## src/rtl/imem_loader_if.sv

```systemverilog
// Byte-stream handshake feeding the instruction memory loader.
// The source drives valid/data and the loader answers with ready.
interface imem_loader_if;
    logic       in_valid;
    logic [7:0] in_data;
    logic       in_ready;

    modport master (
        output in_valid,
        output in_data,
        input  in_ready
    );

    modport slave (
        input  in_valid,
        input  in_data,
        output in_ready
    );
endinterface

```

## src/rtl/imem_loader.sv

```systemverilog
// Boot loader: framed byte stream -> big-endian words -> imem write port.
// Verifies an XOR checksum and keeps the core in reset until a good load.
module imem_loader #(
    parameter int ADDR_W = 10
) (
    input  logic              clk,
    input  logic              rst,
    imem_loader_if.slave      in_bus,
    input  logic              reload,
    output logic              imem_we,
    output logic [ADDR_W-1:0] imem_addr,
    output logic [31:0]       imem_din,
    output logic              cpu_rst_n,
    output logic              done,
    output logic              err
);

    localparam logic [16:0] DEPTH = 17'(1) << ADDR_W;

    typedef enum logic [2:0] {
        S_LEN_HI,
        S_LEN_LO,
        S_WORD,
        S_CHK,
        S_DONE,
        S_ERR
    } state_t;

    state_t            state;
    state_t            state_n;
    logic [7:0]        len_hi;
    logic [15:0]       len;
    logic [1:0]        bidx;
    logic [ADDR_W-1:0] widx;
    logic [23:0]       part;
    logic [7:0]        chk;

    logic              acc;
    logic [15:0]       len_new;
    logic              len_bad;
    logic              last_word;

    assign in_bus.in_ready = (state != S_DONE) && (state != S_ERR);
    assign acc     = in_bus.in_valid && in_bus.in_ready;
    assign len_new = {len_hi, in_bus.in_data};
    assign len_bad = (len_new == 16'd0) || ({1'b0, len_new} > DEPTH);

    // Length was range-checked, so len-1 always fits the word index.
    assign last_word = (bidx == 2'd3) &&
                       (17'(widx) == ({1'b0, len} - 17'd1));

    always_ff @(posedge clk or negedge rst) begin
        if (!rst) begin
            state <= S_LEN_HI;
        end else begin
            state <= state_n;
        end
    end

    always_comb begin
        state_n = state;
        unique case (state)
            S_LEN_HI: begin
                if (acc) state_n = S_LEN_LO;
            end
            S_LEN_LO: begin
                if (acc) state_n = len_bad ? S_ERR : S_WORD;
            end
            S_WORD: begin
                if (acc && last_word) state_n = S_CHK;
            end
            S_CHK: begin
                if (acc) begin
                    state_n = (in_bus.in_data == chk) ? S_DONE : S_ERR;
                end
            end
            S_DONE, S_ERR: begin
                if (reload) state_n = S_LEN_HI;
            end
            default: state_n = S_LEN_HI;
        endcase
    end

    // Status flags follow the next state so they land one cycle after
    // the deciding byte or reload pulse.
    always_ff @(posedge clk or negedge rst) begin
        if (!rst) begin
            imem_we   <= 1'b0;
            imem_addr <= '0;
            imem_din  <= '0;
            cpu_rst_n <= 1'b0;
            done      <= 1'b0;
            err       <= 1'b0;
            len_hi    <= '0;
            len       <= '0;
            bidx      <= '0;
            widx      <= '0;
            part      <= '0;
            chk       <= '0;
        end else begin
            imem_we   <= 1'b0;
            done      <= (state_n == S_DONE);
            err       <= (state_n == S_ERR);
            cpu_rst_n <= (state_n == S_DONE);
            if (acc) begin
                unique case (state)
                    S_LEN_HI: begin
                        len_hi <= in_bus.in_data;
                    end
                    S_LEN_LO: begin
                        len  <= len_new;
                        bidx <= '0;
                        widx <= '0;
                        chk  <= '0;
                    end
                    S_WORD: begin
                        part <= {part[15:0], in_bus.in_data};
                        chk  <= chk ^ in_bus.in_data;
                        bidx <= bidx + 2'd1;
                        if (bidx == 2'd3) begin
                            imem_we   <= 1'b1;
                            imem_addr <= widx;
                            imem_din  <= {part, in_bus.in_data};
                            widx      <= widx + 1'b1;
                        end
                    end
                    default: begin
                    end
                endcase
            end
        end
    end

endmodule
```

## src/flat_wrapper.sv

```systemverilog
// flat-port wrapper written by rule: the top's interface ports become plain ports
module imem_loader_flat 
#(
    parameter int ADDR_W = 10
)
  (clk, rst, reload, imem_we, imem_addr, imem_din, cpu_rst_n, done, err, in_bus_in_valid, in_bus_in_data, in_bus_in_ready);
  imem_loader_if in_bus_i ();
  input  logic clk;
  input  logic rst;
  input  logic reload;
  output logic imem_we;
  output logic [ADDR_W-1:0] imem_addr;
  output logic [31:0] imem_din;
  output logic cpu_rst_n;
  output logic done;
  output logic err;
  input wire logic [$bits(in_bus_i.in_valid)-1:0] in_bus_in_valid;
  input wire logic [$bits(in_bus_i.in_data)-1:0] in_bus_in_data;
  output wire logic [$bits(in_bus_i.in_ready)-1:0] in_bus_in_ready;
  assign in_bus_i.in_valid = in_bus_in_valid;
  assign in_bus_i.in_data = in_bus_in_data;
  assign in_bus_in_ready = in_bus_i.in_ready;
  imem_loader #(.ADDR_W(ADDR_W)) u_core (.clk(clk), .rst(rst), .in_bus(in_bus_i), .reload(reload), .imem_we(imem_we), .imem_addr(imem_addr), .imem_din(imem_din), .cpu_rst_n(cpu_rst_n), .done(done), .err(err));
endmodule
```

## config.mk

```make
export PLATFORM = sky130hd
export DESIGN_NAME = imem_loader_flat
export DESIGN_NICKNAME = d
export VERILOG_FILES = /design/src/rtl/imem_loader_if.sv /design/src/rtl/imem_loader.sv /design/src/flat_wrapper.sv
export SDC_FILE = /design/constraint.sdc
export NUM_CORES = 1
export LEC_CHECK = 0
export BUFFER_PORTS_ARGS = -buffer_cell sky130_fd_sc_hd__buf_4
export CORE_MARGIN = 1.5
export CORE_UTILIZATION = 58
export CTS_CLUSTER_DIAMETER = 100
export DETAILED_ROUTE_END_ITERATION = 8
export GPL_TIMING_DRIVEN = 0
export PLACE_DENSITY_LB_ADDON = 0.12
export SLEW_MARGIN = 30
export SYNTH_ARGS = -nofsm -noshare
export SYNTH_HDL_FRONTEND = slang
export SYNTH_SLANG_ARGS = --single-unit
export TNS_END_PERCENT = 50
```

## constraint.sdc

```tcl
create_clock -name clk -period 2.94 [get_ports clk]
set_input_delay 0.294 -clock clk [delete_from_list [all_inputs] [get_ports clk]]
set_output_delay 0.294 -clock clk [all_outputs]
set_load 0.02 [all_outputs]
```

Word-level counts from Yosys, hierarchy flattened
Index checks and enable logic that the tools add are counted.
{"block": "op_classes", "n_reduce_logical": 15, "order_cmp": 1, "n_addsub": 3, "eq_ne": 13, "n_bitwise": 1, "muxes": 15}
{"cell": "one-hot mux 10 bit (2 select lines)", "n": 1}
{"cell": "2-to-1 mux 3 bit", "n": 6}
{"cell": "equality test 10 x 17 -> 1 bit", "n": 1}
{"cell": "subtractor 16 x 1 -> 17 bit, second input constant", "n": 1}
{"cell": "> comparator 16 x 11 -> 1 bit, second input constant", "n": 1}
{"cell": "zero test 16 bit", "n": 1}
{"cell": "one-hot mux 8 bit (2 select lines)", "n": 1}
{"cell": "one-hot mux 3 bit (5 select lines)", "n": 1}
{"cell": "equality test 3 bit, second input constant", "n": 4}
{"cell": "adder 10 x 1 -> 10 bit, second input constant", "n": 1}
{"cell": "2-to-1 mux 10 bit", "n": 1}
{"cell": "equality test 8 bit", "n": 1}
{"cell": "AND reduction 2 bit", "n": 4}
{"cell": "bitwise XOR 8 bit", "n": 1}
{"cell": "equality test 3 x 2 -> 1 bit, second input constant", "n": 2}
{"cell": "inequality test 3 bit, second input constant", "n": 2}
{"cell": "AND reduction 3 bit", "n": 2}
{"cell": "logical AND 1 bit", "n": 4}
{"cell": "2-to-1 mux 1 bit", "n": 4}
{"cell": "one-hot mux 2 bit (2 select lines)", "n": 1}
{"cell": "equality test 3 x 1 -> 1 bit, second input constant", "n": 1}
{"cell": "zero test 3 bit", "n": 1}
{"cell": "adder 2 x 1 -> 2 bit, second input constant", "n": 1}
{"cell": "equality test 2 bit, second input constant", "n": 1}
{"cell": "other kinds (4)", "n": 4}
{"block": "word_totals", "out_inout_bits": 47, "regBits": 116, "elab_cells": 60}

Longest topological paths before layout
Gate-level depths: netlist (run 1).
{"block": "logic_depth", "word_depth": 7, "mapped_depth": 7, "ltp_nobuf": 7}

Least setup slack after synthesis (run 1)
No wires, ideal clock.
{"block": "synth_path", "path_kind": "register to register", "start": "register u_core.len[0]", "end": "register u_core.state[0]", "path_buffers": 0, "stages_incl_launch_ff": 8, "path_slack_ns": 0.873, "t_arrival_ns": 1.963, "path_cell_list": "dfrtp_1 -> inv_1 -> ha_1 -> or3b_1 -> nor4b_1 -> xnor2_1 -> nand2_1 -> o41ai_2"}
{"block": "synth_via", "elab_chain_cells": 6}
{"element": "start: declaration", "line_no": "imem_loader.sv:32", "rtl": "logic [15:0] len;"}
{"element": "start signal: assignment", "line_no": "imem_loader.sv:111", "rtl": "len <= len_new;"}
{"element": "subtractor 16 x 1 -> 17 bit", "line_no": "imem_loader.sv:50", "rtl": "(17'(widx) == ({1'b0, len} - 17'd1));"}
{"element": "equality test 10 x 17 -> 1 bit", "line_no": "imem_loader.sv:50"}
{"element": "logical AND 1 bit", "line_no": "imem_loader.sv:49", "rtl": "assign last_word = (bidx == 2'd3) &&"}
{"element": "logical AND 1 bit", "line_no": "imem_loader.sv:70", "rtl": "if (acc && last_word) state_n = S_CHK;"}
{"element": "2-to-1 mux 3 bit", "line_no": "imem_loader.sv:70"}
{"element": "one-hot mux 3 bit (5 select lines)", "line_no": "imem_loader.sv:62", "rtl": "unique case (state)"}
{"element": "via u_core.state_n[0]", "line_no": "imem_loader.sv:30", "rtl": "state_t state_n;"}
{"element": "end signal: assignment", "line_no": "imem_loader.sv:56", "rtl": "state <= state_n;"}
{"element": "end: declaration", "line_no": "imem_loader.sv:29", "rtl": "state_t state;"}
The timed path passes the listed nets, and every way through them passes these cells.
A chain may end at the register's enable or synchronous reset.

Worst setup path after layout (run 1)
Ends and elaborated chain as after synthesis.

==> metrics.md, run 1 <==
| Metric | Value |
|---|---|
| Outcome | finished, final reports clean |
| Place WS | 0.5577 ns |
| Final wirelength | approximately 11 mm |
| Routed len/inst | between 15 and 20 µm |
| Vias in the first global route | 3532 |
| DR iter-0 viols | 153 |
| RSZ-0062 raised after global routing | no |
| Crit path buffers/inverters | 1 |
| Switching share of total power | 0.2940 |
| Clock buffer depth | 2 |
| Placer Congestion | 0.8312 |
| Flop pwr share | 0.393 |
| Synth-to-Final Area Change | 24.27% |
| Max-slew violations | 0 |
| Pwr Density | 865.7 nW/µm² |
| Setup TNS | 0 ns |
| Crit path time final | 2.389 ns |
| Sequential share of the synthesized area | 0.5682 |
| Row count | 34 |
| Startpoint types | register |
| Fmax | 418.6 MHz |
| Final worst slack | 0.5510 ns |
| Delay-heaviest family, CP | simple AND/OR/NAND/NOR gates |
| Antenna violations before repair | 0 |
| Multi-input gate area | 2090 µm² |
| Post-synth top flop | dfrtp_1 |
| Yosys cell types | 46 |
| DRT Pass-1 Iters | 4 |
| Die width | 96.85 µm |
| CP Cell Sequence | inv_1 > ha_1 > or3b_1 > nor4b_1 > xnor2_1 > nand2_1 > o41ai_2 |
| Total grt overflow | 0 |
| Hold crit path type | in -> reg |
| Clk pwr share | 0.409 |
| Worst-Margin Slew | 0.8891 ns |
| Crit path max-delay cell type | or3b_1 |
| Die area | between 9000 and 10000 µm² |
| TritonCTS clock tree | done |
| Num ports | 59 |
| # diodes | 0 |
| Ys Warns | 0 |
| CTS sink count | approximately 120 |
| Data arrival, critical path | roughly 2.8 ns |
| Seq cells post-synth | 116 |
| Total power | between 5 and 6 mW |
| Largest net degree at the start of global routing | between 100 and 150 |
| Post-Syn Area | between 5000 and 6000 µm² |
| Max-Cap Viols | 0 |
| Reg clk slew, reported paths | 0.06 ns |
| Required time of the critical path | 3.34 ns |
| Internal | 3.880 mW |
| Die H | 96.85 µm |
| Crit path max fanout | 8 |
| Post-CTS Hold Buffers | 1 |
| Num CTS Buffers | 17 |
| Total GRT Usage | 0.2469 |
| Cells after synthesis | 448 |
| Initial Util | 0.5916 |
| Leak | 3.111 nW |
| Setup Buffers After CTS | 0 |
| Combinational fraction of design power | 0.198 |
| Buffers on Ports | between 50 and 60 |
| Avg Inst Size Synth | 11.40 µm² |
| Layout cells sized above 1 | 0.3080 |
| VDD IR max | 0.5613 mV |
| Synth async-reset ratio | 1.000 |
| Vias | 3685 |
| DR DRC count | 0 |
| Htree depth | 4 |
| Fillcell total | 606 |
| Number of flops mapped to enable cells by yosys | 0 |
| Mapped Nets | roughly 460 |
| Setup Crit Path Kind | reg -> reg |
| Hold_ws | 0.08245 ns |
| Later-pin clock latency in the skew report | 0.51 ns |
| Setup crit end kind | register |
| Core Region | between 8000 and 9000 µm² |
| NetSw | 1.616 mW |
| First-pass GRT wire length | 18.26 mm |
| Relative slew slack | 0.4018 |
| Skew final | about 0.0081 ns |
| Final setup vio count | 0 |
| Clock root buffer | clkbuf_8 |
| HPWL after DPL | between 6 and 7 mm |
| Vias per inst | 5.696 |
| Fin util | 0.7351 |
| NumNets Final | between 500 and 600 |
| PostCTS Resize Cnt | 0 |
| Crit-path max cell delay | slightly below 0.5 ns |
| Period utilization | 0.8126 |
| Final ANT Viol Nets | 0 |
| Final hold vios | 0 |
| Flip-flop and latch area | 2903 µm² |
## path summary, 6_finish.rpt
| check | startpoint | endpoint | slack [ns] | cells past startpoint |
|---|---|---|---|---|
| max | u_core.len[0] | u_core.state[0] | 0.55 | 7 |
| min | in_bus_in_data[2] | u_core.len_hi[2] | 0.08 | 3 |
| max reg2reg | u_core.len[0] | u_core.state[0] | 0.55 | 7 |
| min reg2reg | u_core.part[16] | u_core.part[16] | 0.47 | 2 |
| max in group asynchronous | rst | u_core.len[9] | 1.95 | 2 |
| min in group asynchronous | rst | u_core.imem_din[24] | 0.45 | 2 |
## cell usage after synthesis (2+ instances only)
| master | n | area share |
|---|---|---|
| mux2i_1 | 2 | 0.0039 |
| o311ai_0 | 2 | 0.0034 |
| ha_1 | 3 | 0.0073 |
| mux2_2 | 61 | 0.13 |
| a21oi_1 | 4 | 0.0039 |
| mux2_1 | 2 | 0.0044 |
| nand3b_1 | 2 | 0.0029 |
| o21ai_0 | 22 | 0.022 |
| and3_1 | 2 | 0.0024 |
| nor2_1 | 27 | 0.020 |
| buf_2 | 6 | 0.0059 |
| o21ai_1 | 2 | 0.0020 |
| or3_1 | 2 | 0.0024 |
| nor2b_1 | 4 | 0.0049 |
| and2_1 | 2 | 0.0024 |
| clkbuf_1 | 10 | 0.0073 |
| nand2_1 | 83 | 0.061 |
| dfrtp_1 | 116 | 0.57 |
| nor4_1 | 7 | 0.0086 |
| a31oi_1 | 2 | 0.0024 |
| xnor2_1 | 18 | 0.031 |
| xor2_1 | 13 | 0.022 |
| nand2b_1 | 5 | 0.0061 |
| inv_1 | 8 | 0.0059 |
| a311o_1 | 2 | 0.0039 |
| nand4_1 | 8 | 0.0098 |
| nor3_1 | 2 | 0.0020 |
| nor4b_1 | 3 | 0.0051 |
| nand3_1 | 8 | 0.0078 |
| nor3_2 | 4 | 0.0078 |
## worst reg2reg max path, delay by kind of cell, from the launching register on
| kind | cells | cell delay [ns] |
|---|---|---|
| and+or+nand+nor | 3 | 0.95 |
| adders and majority gates | 1 | 0.29 |
| xor gates and xnor gates | 1 | 0.16 |
| AOI/OAI and AO/OA | 1 | 0.34 |
| DFF | 1 | 0.43 |
| buffers and inverters | 1 | 0.10 |
## stage by stage
| stage | instances | area [µm²] |
|---|---|---|
| finish | 647 | 6349 |
| global route | 647 | 6349 |
| CTS | 647 | 6349 |
| detailed placement | 614 | 5687 |
| global placement | 614 | 5679 |
| floorplan | 448 | 5109 |
## power by group through the flow
| stage | combinational (mW) | clock, mW | sequential (mW) |
|---|---|---|---|
| 6_report | 1.09 | 2.25 | 2.16 |
| 3_5_place_dp | 1.07 | 0 | 2.17 |
| 2_1_floorplan | 0.799 | 0 | 2.11 |
| 5_1_grt | 1.20 | 2.35 | 2.20 |
| 3_3_place_gp | 1.03 | 0 | 2.16 |
| 4_1_cts | 1.09 | 2.27 | 2.15 |
## final cells by class
| cell class | count | share of cell area |
|---|---|---|
| buffer | 18 | 0.01360 |
| inverter | 8 | 0.004730 |
| sequential | 116 | 0.4572 |
| clock inverter | 14 | 0.03528 |
| clock buffer | 18 | 0.06740 |
| tap | 108 | 0.02129 |
| timing repair buffer | 59 | 0.07134 |
| multi-input combinational | 306 | 0.3291 |
## cell families (layout without fill, tap and decap cells)
kind of cell | count (synthesis) | count (layout) | share of synthesized area
multiplexers | 65 | 65 | 0.1428
adder cells (fa/ha/maj) | 3 | 3 | 0.007348
flip-flops | 116 | 116 | 0.5682
buffers and inverters | 26 | 117 | 0.02278
AO/OA/AOI/OAI | 42 | 42 | 0.05242
AND/OR/NAND/NOR | 165 | 165 | 0.1533
XOR/XNOR | 31 | 31 | 0.05315
## cells in the final DEF (no fill, tap or decap), types with 10 or more instances in the layout
cell       instances
clkbuf_16         16
nor2_1            27
nand2_1           83
xnor2_1           18
clkbuf_1          10
xor2_1            13
mux2_2            61
dfrtp_1          116
buf_4             58
o21ai_0           22
## per-layer routing
| metal | share of wire | vias to the layer above | GRT usage |
|---|---|---|---|
| met2 | 0.48 | 103 | 0.3712 |
| met1 | 0.46 | 1857 | 0.3556 |
| li1 | - | 1712 | - |
| met5 | 0 | - | 0 |
| met3 | 0.049 | 13 | 0.05564 |
| met4 | 0.012 | 0 | 0.08807 |
## registers in the layout, indices dropped and copies added (netlist names)
name / cells
u_core.bidx: 2
u_core.chk: 8
u_core.cpu_rst_n: 1
u_core.err: 1
u_core.imem_addr: 10
u_core.imem_din: 32
u_core.imem_we: 1
u_core.len: 16
u_core.len_hi: 8
u_core.part: 24
u_core.state: 3
u_core.widx: 10
No activity file was read; power rests on OpenSTA's default activity.
==> run 2, diff against run 1 <==
- CORE_UTILIZATION: 58 -> 52
- clock period: 2.94 -> 2 ns (I/O delays scaled with it)
==> metrics.md, run 2 (synthesized netlist as in run 1, its figures left out) <==
| Metric | Value |
|---|---|
| Fmax | 487.7 MHz (+17%) |
| Initial Util | 0.5451 (-0.04644) |
| Pwr Density | 1224 nW/µm² (+41%) |
| Clock root buffer | clkbuf_8 |
| Required time of the critical path | 2.38 ns (-0.96 ns) |
| Total grt overflow | 0 (unchanged) |
| Max-Cap Viols | 0 (unchanged) |
| Largest net degree at the start of global routing | 84 (-28%) |
| Core Region | 9371 µm² (+8.5%) |
| DR DRC count | 0 (unchanged) |
| Vias | 3703 (+0.49%) |
| Synth-to-Final Area Change | 29.93% |
| Clock buffer depth | 2 (unchanged) |
| Final hold vios | 0 (unchanged) |
| Relative slew slack | 0.5880 (+0.1862) |
| RSZ-0062 raised after global routing | yes |
| Routed len/inst | 16.17 µm (-4.5%) |
| Reg with most FFs | u_core.imem_din |
| Placer Congestion | 0.8218 (-1.1%) |
| Later-pin clock latency in the skew report | 0.51 ns (about the same) |
| Hold crit path type | in -> reg |
| HPWL after DPL | 7.139 mm (+3.1%) |
| Vias in the first global route | 3643 (+3.1%) |
| Data arrival, critical path | 2.43 ns (-0.35 ns) |
| Layout cells sized above 1 | 0.3661 (+0.05809) |
| Commonest non-fill, non-tap cell in the layout | dfrtp_1 |
| Outcome | finished with violations |
| CTS sink count | 116 (unchanged) |
| DRT Pass-1 Iters | 4 (unchanged) |
| Crit path time final | 2.050 ns (-0.3386 ns) |
| Buffers on Ports | 58 (unchanged) |
| Period utilization | 1.025 (+0.2126) |
| Largest regs | u_core.imem_din: 32 flops, u_core.part: 24 flops, u_core.len: 16 flops |
| Die width | 102.1 µm (+5.4%) |
| Row count | 35 (+2.9%) |
| Startpoint types | register |
| DR iter-0 viols | 204 (+33%) |
| Max reg flops | 32 (unchanged) |
| Setup Crit Path Kind | reg -> reg |
| Crit path max fanout | 5 (-3) |
| Failing checks | negative setup slack |
| Die area | 10430 µm² (+11%) |
| Setup crit end kind | register |
| Total GRT Usage | 0.2307 (-0.01623) |
| Leak | 3.229 nW (+3.8%) |
| # diodes | 0 (unchanged) |
| Antenna violations before repair | 0 (unchanged) |
| First-pass GRT wire length | 18.17 mm (-0.53%) |
| Skew final | 0.01449 ns (+0.006429 ns) |
| Total power | 8.121 mW (+48%) |
| TritonCTS clock tree | done |
| Final worst slack | -0.05045 ns (-0.6014 ns) |
| Final setup vio count | 1 (+1) |
| Die H | 102.1 µm (+5.4%) |
| Reg clk slew, reported paths | 0.06 ns (about the same) |
| VDD IR max | 0.7040 mV (+25%) |
| Num CTS Buffers | 17 (unchanged) |
| Final wirelength | 11.14 mm (+1.7%) |
| Num ports | 59 (unchanged) |
| Vias per inst | 5.374 (-5.6%) |
| Htree depth | 4 (unchanged) |
| NumNets Final | 562 (+3.9%) |
| Worst-Margin Slew | 0.6147 ns (-0.2744 ns) |
| Most frequent cells in the layout | dfrtp_1, nand2_1, buf_4 |
| Final ANT Viol Nets | 0 (unchanged) |
| Hold_ws | 0.01178 ns (-0.07067 ns) |
| Max-slew violations | 0 (unchanged) |
## run 2: metrics by stage
stage / utilization / setup TNS, ns / cell area [µm²] / setup slack, ns / instances
after detailed placement: 0.6135 / -8.123 / 5749 / -0.2508 / 636
after CTS: 0.6943 / -0.1122 / 6506 / -0.1122 / 680
final: 0.7083 / -0.05045 / 6638 / -0.05045 / 689
after floorplan: - / 0 / 5117 / 0.01920 / 448
after global routing: 0.7083 / -0.1544 / 6638 / -0.1544 / 689
after global placement: 0.6097 / -6.868 / 5714 / -0.2222 / 635
## run 2: cell type report
class	instances	area (µm²)
buffer	15	87.58
clock buffer	21	469.2
clock inverter	11	126.4
fill	681	2734
inverter	8	30.03
multi-input combinational	306	2186
sequential	116	2907
tap	129	161.4
timing repair buffer	83	670.6
## run 2: critical path, stage by stage, from the launching register on
cell,delay (ns)
dfrtp_2,0.37
inv_2,0.06
ha_4,0.16
buf_6,0.12
or2b_1,0.24
a311o_1,0.33
a211o_1,0.33
o41ai_2,0.32
## run 2: worst paths after layout
| check | from | to | slack, ns | cells past startpoint |
|---|---|---|---|---|
| min | in_bus_in_data[6] | u_core.part[6] | 0.01 | 3 |
| max in group asynchronous | rst | u_core.len[3] | 1.17 | 3 |
| max reg2reg | u_core.len[0] | u_core.state[0] | -0.05 | 7 |
| min reg2reg | u_core.part[17] | u_core.part[17] | 0.47 | 2 |
| min in group asynchronous | rst | u_core.imem_din[27] | 0.14 | 2 |
| max | u_core.len[0] | u_core.state[0] | -0.05 | 7 |
## run 2: where the power goes
group,total [mW],leakage [nW],switching [mW],internal (mW)
Combinational,1.94,1.39,0.949,0.991
Sequential,3.22,1.55,0.478,2.75
Clock,2.96,0.282,1.05,1.90
Total,8.12,3.23,2.48,5.64
## run 2: what timing repair did
action	in CTS	in global routing
endpoints found under the setup margin	57	72
cloned	0	0
buffers inserted	7	12
pin swaps	5	7
hold buffers	5	0
resized for setup	15	16
endpoints found under the hold margin	121	0
## run 2: routing by layer
metal,global-route usage,vias up,part of all wire
met5,0,-,0
met4,0.07798,0,0.0093
met3,0.05198,8,0.050
met2,0.3484,108,0.48
met1,0.3324,1830,0.46
li1,-,1757,-
==> run 3, diff against run 2 <==
- CORE_UTILIZATION: 52 -> 45
==> metrics.md, run 3 (synthesized netlist as in run 1, its figures left out) <==
| Metric | Value |
|---|---|
| Outcome | finished with violations |
| Failing checks | negative setup slack |
| Vias in the first global route | 3583 (-1.6%) |
| Clock root buffer | clkbuf_16 |
| Max-slew violations | 0 (unchanged) |
| Hold crit path type | in -> reg |
| Num ports | 59 (unchanged) |
| Layout cells sized above 1 | 0.3701 (+0.004035) |
| Multi-input gate area | 2171 µm² (-0.69%) |
| Placed Cells | 647 (+1.7%) |
| Final setup vio count | 1 (unchanged) |
| Largest net degree at the start of global routing | 81 (-3.6%) |
| RSZ-0062 raised after global routing | yes |
| Total power | 8.176 mW (+0.68%) |
| # diodes | 0 (unchanged) |
| Flip-flop and latch area | 2908 µm² (about the same) |
| DR iter-0 viols | 168 (-18%) |
| Delay-heaviest family, CP | compound AO/OA/AOI/OAI gates |
| Crit path buffers/inverters | 1 (-1) |
| Num CTS Buffers | 17 (unchanged) |
| Reg clk slew, reported paths | 0.05 ns (about the same) |
| Crit path time final | 2.126 ns (+0.07538 ns) |
| Routed len/inst | 16.13 µm (-0.25%) |
| Largest regs | u_core.imem_din: 32 flops, u_core.part: 24 flops, u_core.len: 16 flops |
| First-pass GRT wire length | 18.26 mm (+0.50%) |
| Setup crit end kind | register |
| Fin util | 0.6051 (-0.1031) |
| Hold_ws | 0.09545 ns (+0.08367 ns) |
| Setup Crit Path Kind | reg -> reg |
| Placer Congestion | 0.8172 (-0.56%) |
| Final wirelength | 11.33 mm (+1.6%) |
| Pwr Density | 1236 nW/µm² (+0.99%) |
| Most frequent cells in the layout | dfrtp_1, nand2_1, buf_4 |
| Data arrival, critical path | 2.41 ns (-0.02 ns) |
| VDD IR max | 0.7333 mV (+4.2%) |
| Commonest non-fill, non-tap cell in the layout | dfrtp_1 |
| Max reg flops | 32 (unchanged) |
| Antenna violations before repair | 0 (unchanged) |
| CP Cell Sequence | or3_1 > buf_6 > nor3_2 > nand4b_1 > a311o_1 > o41ai_2 |
| Startpoint types | register |
| Fin cells | 702 (+1.9%) |
| Initial Util | 0.4672 (-0.07796) |
| Skew final | 0.009858 ns (-0.004627 ns) |
| TritonCTS clock tree | done |
| Total GRT Usage | 0.2028 (-0.02789) |
| Clock buffer depth | 2 (unchanged) |
| Buffers on Ports | 58 (unchanged) |
| HPWL after DPL | 7.580 mm (+6.2%) |
| Vias per inst | 5.174 (-3.7%) |
| Final worst slack | -0.1258 ns (-0.07538 ns) |
| Fillcell total | 893 (+31%) |
| Required time of the critical path | 2.29 ns (-0.09 ns) |
| Final hold vios | 0 (unchanged) |
| Final ANT Viol Nets | 0 (unchanged) |
| Crit path max fanout | 7 (+2) |
| Die area | 12000 µm² (+15%) |
| Fmax | 470.4 MHz (-3.5%) |
| Period utilization | 1.063 (+0.03769) |
| Htree depth | 4 (unchanged) |
| Die H | 109.6 µm (+7.3%) |
| Leak | 3.228 nW (about the same) |
| CTS sink count | 116 (unchanged) |
| Worst-Margin Slew | 0.6521 ns (+0.03736 ns) |
| Vias | 3632 (-1.9%) |
| DR DRC count | 0 (unchanged) |
| Row count | 38 (+8.6%) |
| Later-pin clock latency in the skew report | 0.41 ns (-0.10 ns) |
| Die width | 109.6 µm (+7.3%) |
| Synth-to-Final Area Change | 29.54% |
| Dpl cell area | 5763 µm² (+0.24%) |
| Crit-path max cell delay | 0.42 ns (+0.05 ns) |
| Total grt overflow | 0 (unchanged) |
| NumNets Final | 564 (+0.36%) |
| Reg with most FFs | u_core.imem_din |
| Relative slew slack | 0.5624 (-0.02559) |
| Crit path max-delay cell type | dfrtp_2 |
| Max-Cap Viols | 0 (unchanged) |
| Design Area, Final | 6618 µm² (-0.30%) |
| Core Region | 10940 µm² (+17%) |
| DRT Pass-1 Iters | 4 (unchanged) |
==> run 3: cell count changes in the layout (fill, tap and decap cells not counted), sizes merged <==
cell	delta
inv	+3
clkinvlp	+1
dlygate4sd3	-4
buf	+5
clkbuf	-3
==> run 3: path summary, 6_finish.rpt <==
path	from	end	slack [ns]	cells past startpoint
setup / recovery	u_core.len[2]	u_core.state[0]	-0.13	6
hold / removal	in_bus_in_data[2]	u_core.len_hi[2]	0.1	3
setup reg to reg	u_core.len[2]	u_core.state[0]	-0.13	6
hold reg to reg	u_core.part[21]	u_core.part[21]	0.47	2
max in group asynchronous	rst	u_core.len[2]	1.06	3
min in group asynchronous	rst	u_core.imem_din[16]	0.26	2
==> run 3: cell type report <==
class / instances / area share
plain buffers: 15 / 0.01267
clock buffers: 17 / 0.06428
clock inverters: 15 / 0.02363
inverters: 8 / 0.004538
multi-input cells: 306 / 0.3280
flip-flops and latches: 116 / 0.4394
well taps: 140 / 0.02647
repair buffers: 85 / 0.1010
==> run 3: through the flow <==
step / setup WS [ns] / setup TNS [ns]
2_1_floorplan: 0.01920 / 0
3_3_place_gp: -0.2070 / -7.699
3_5_place_dp: -0.3208 / -10.27
4_1_cts: -0.1479 / -0.1479
5_1_grt: -0.1834 / -0.1834
6_report: -0.1258 / -0.1258
==> run 3: worst min-delay path: stages <==
cell and delay, ns:
buf_4 0.14, nand2_1 0.06, o21ai_0 0.06
==> run 3: metal layers <==
metal  up-vias  GRT usage  wire (µm)
met3         7    0.04683        448
met1      1788     0.2829       5618
met2        72     0.3092       5169
li1       1765          -          -
met5         -          0          0
met4         0    0.07514         89
==> run 3: where the power goes <==
part / switching (mW) / total, mW / internal [mW]
combinational: 0.972 / 2.01 / 1.04
clock: 1.13 / 2.96 / 1.84
sequential: 0.451 / 3.20 / 2.75
==> run 3: repair_timing <==
item	4_1_cts	5_1_grt
setup buffers	5	20
pin swaps	2	5
endpoints found under the setup margin	60	71
hold endpoints to repair	36	0
gates resized for setup	8	18
hold buffers	1	0
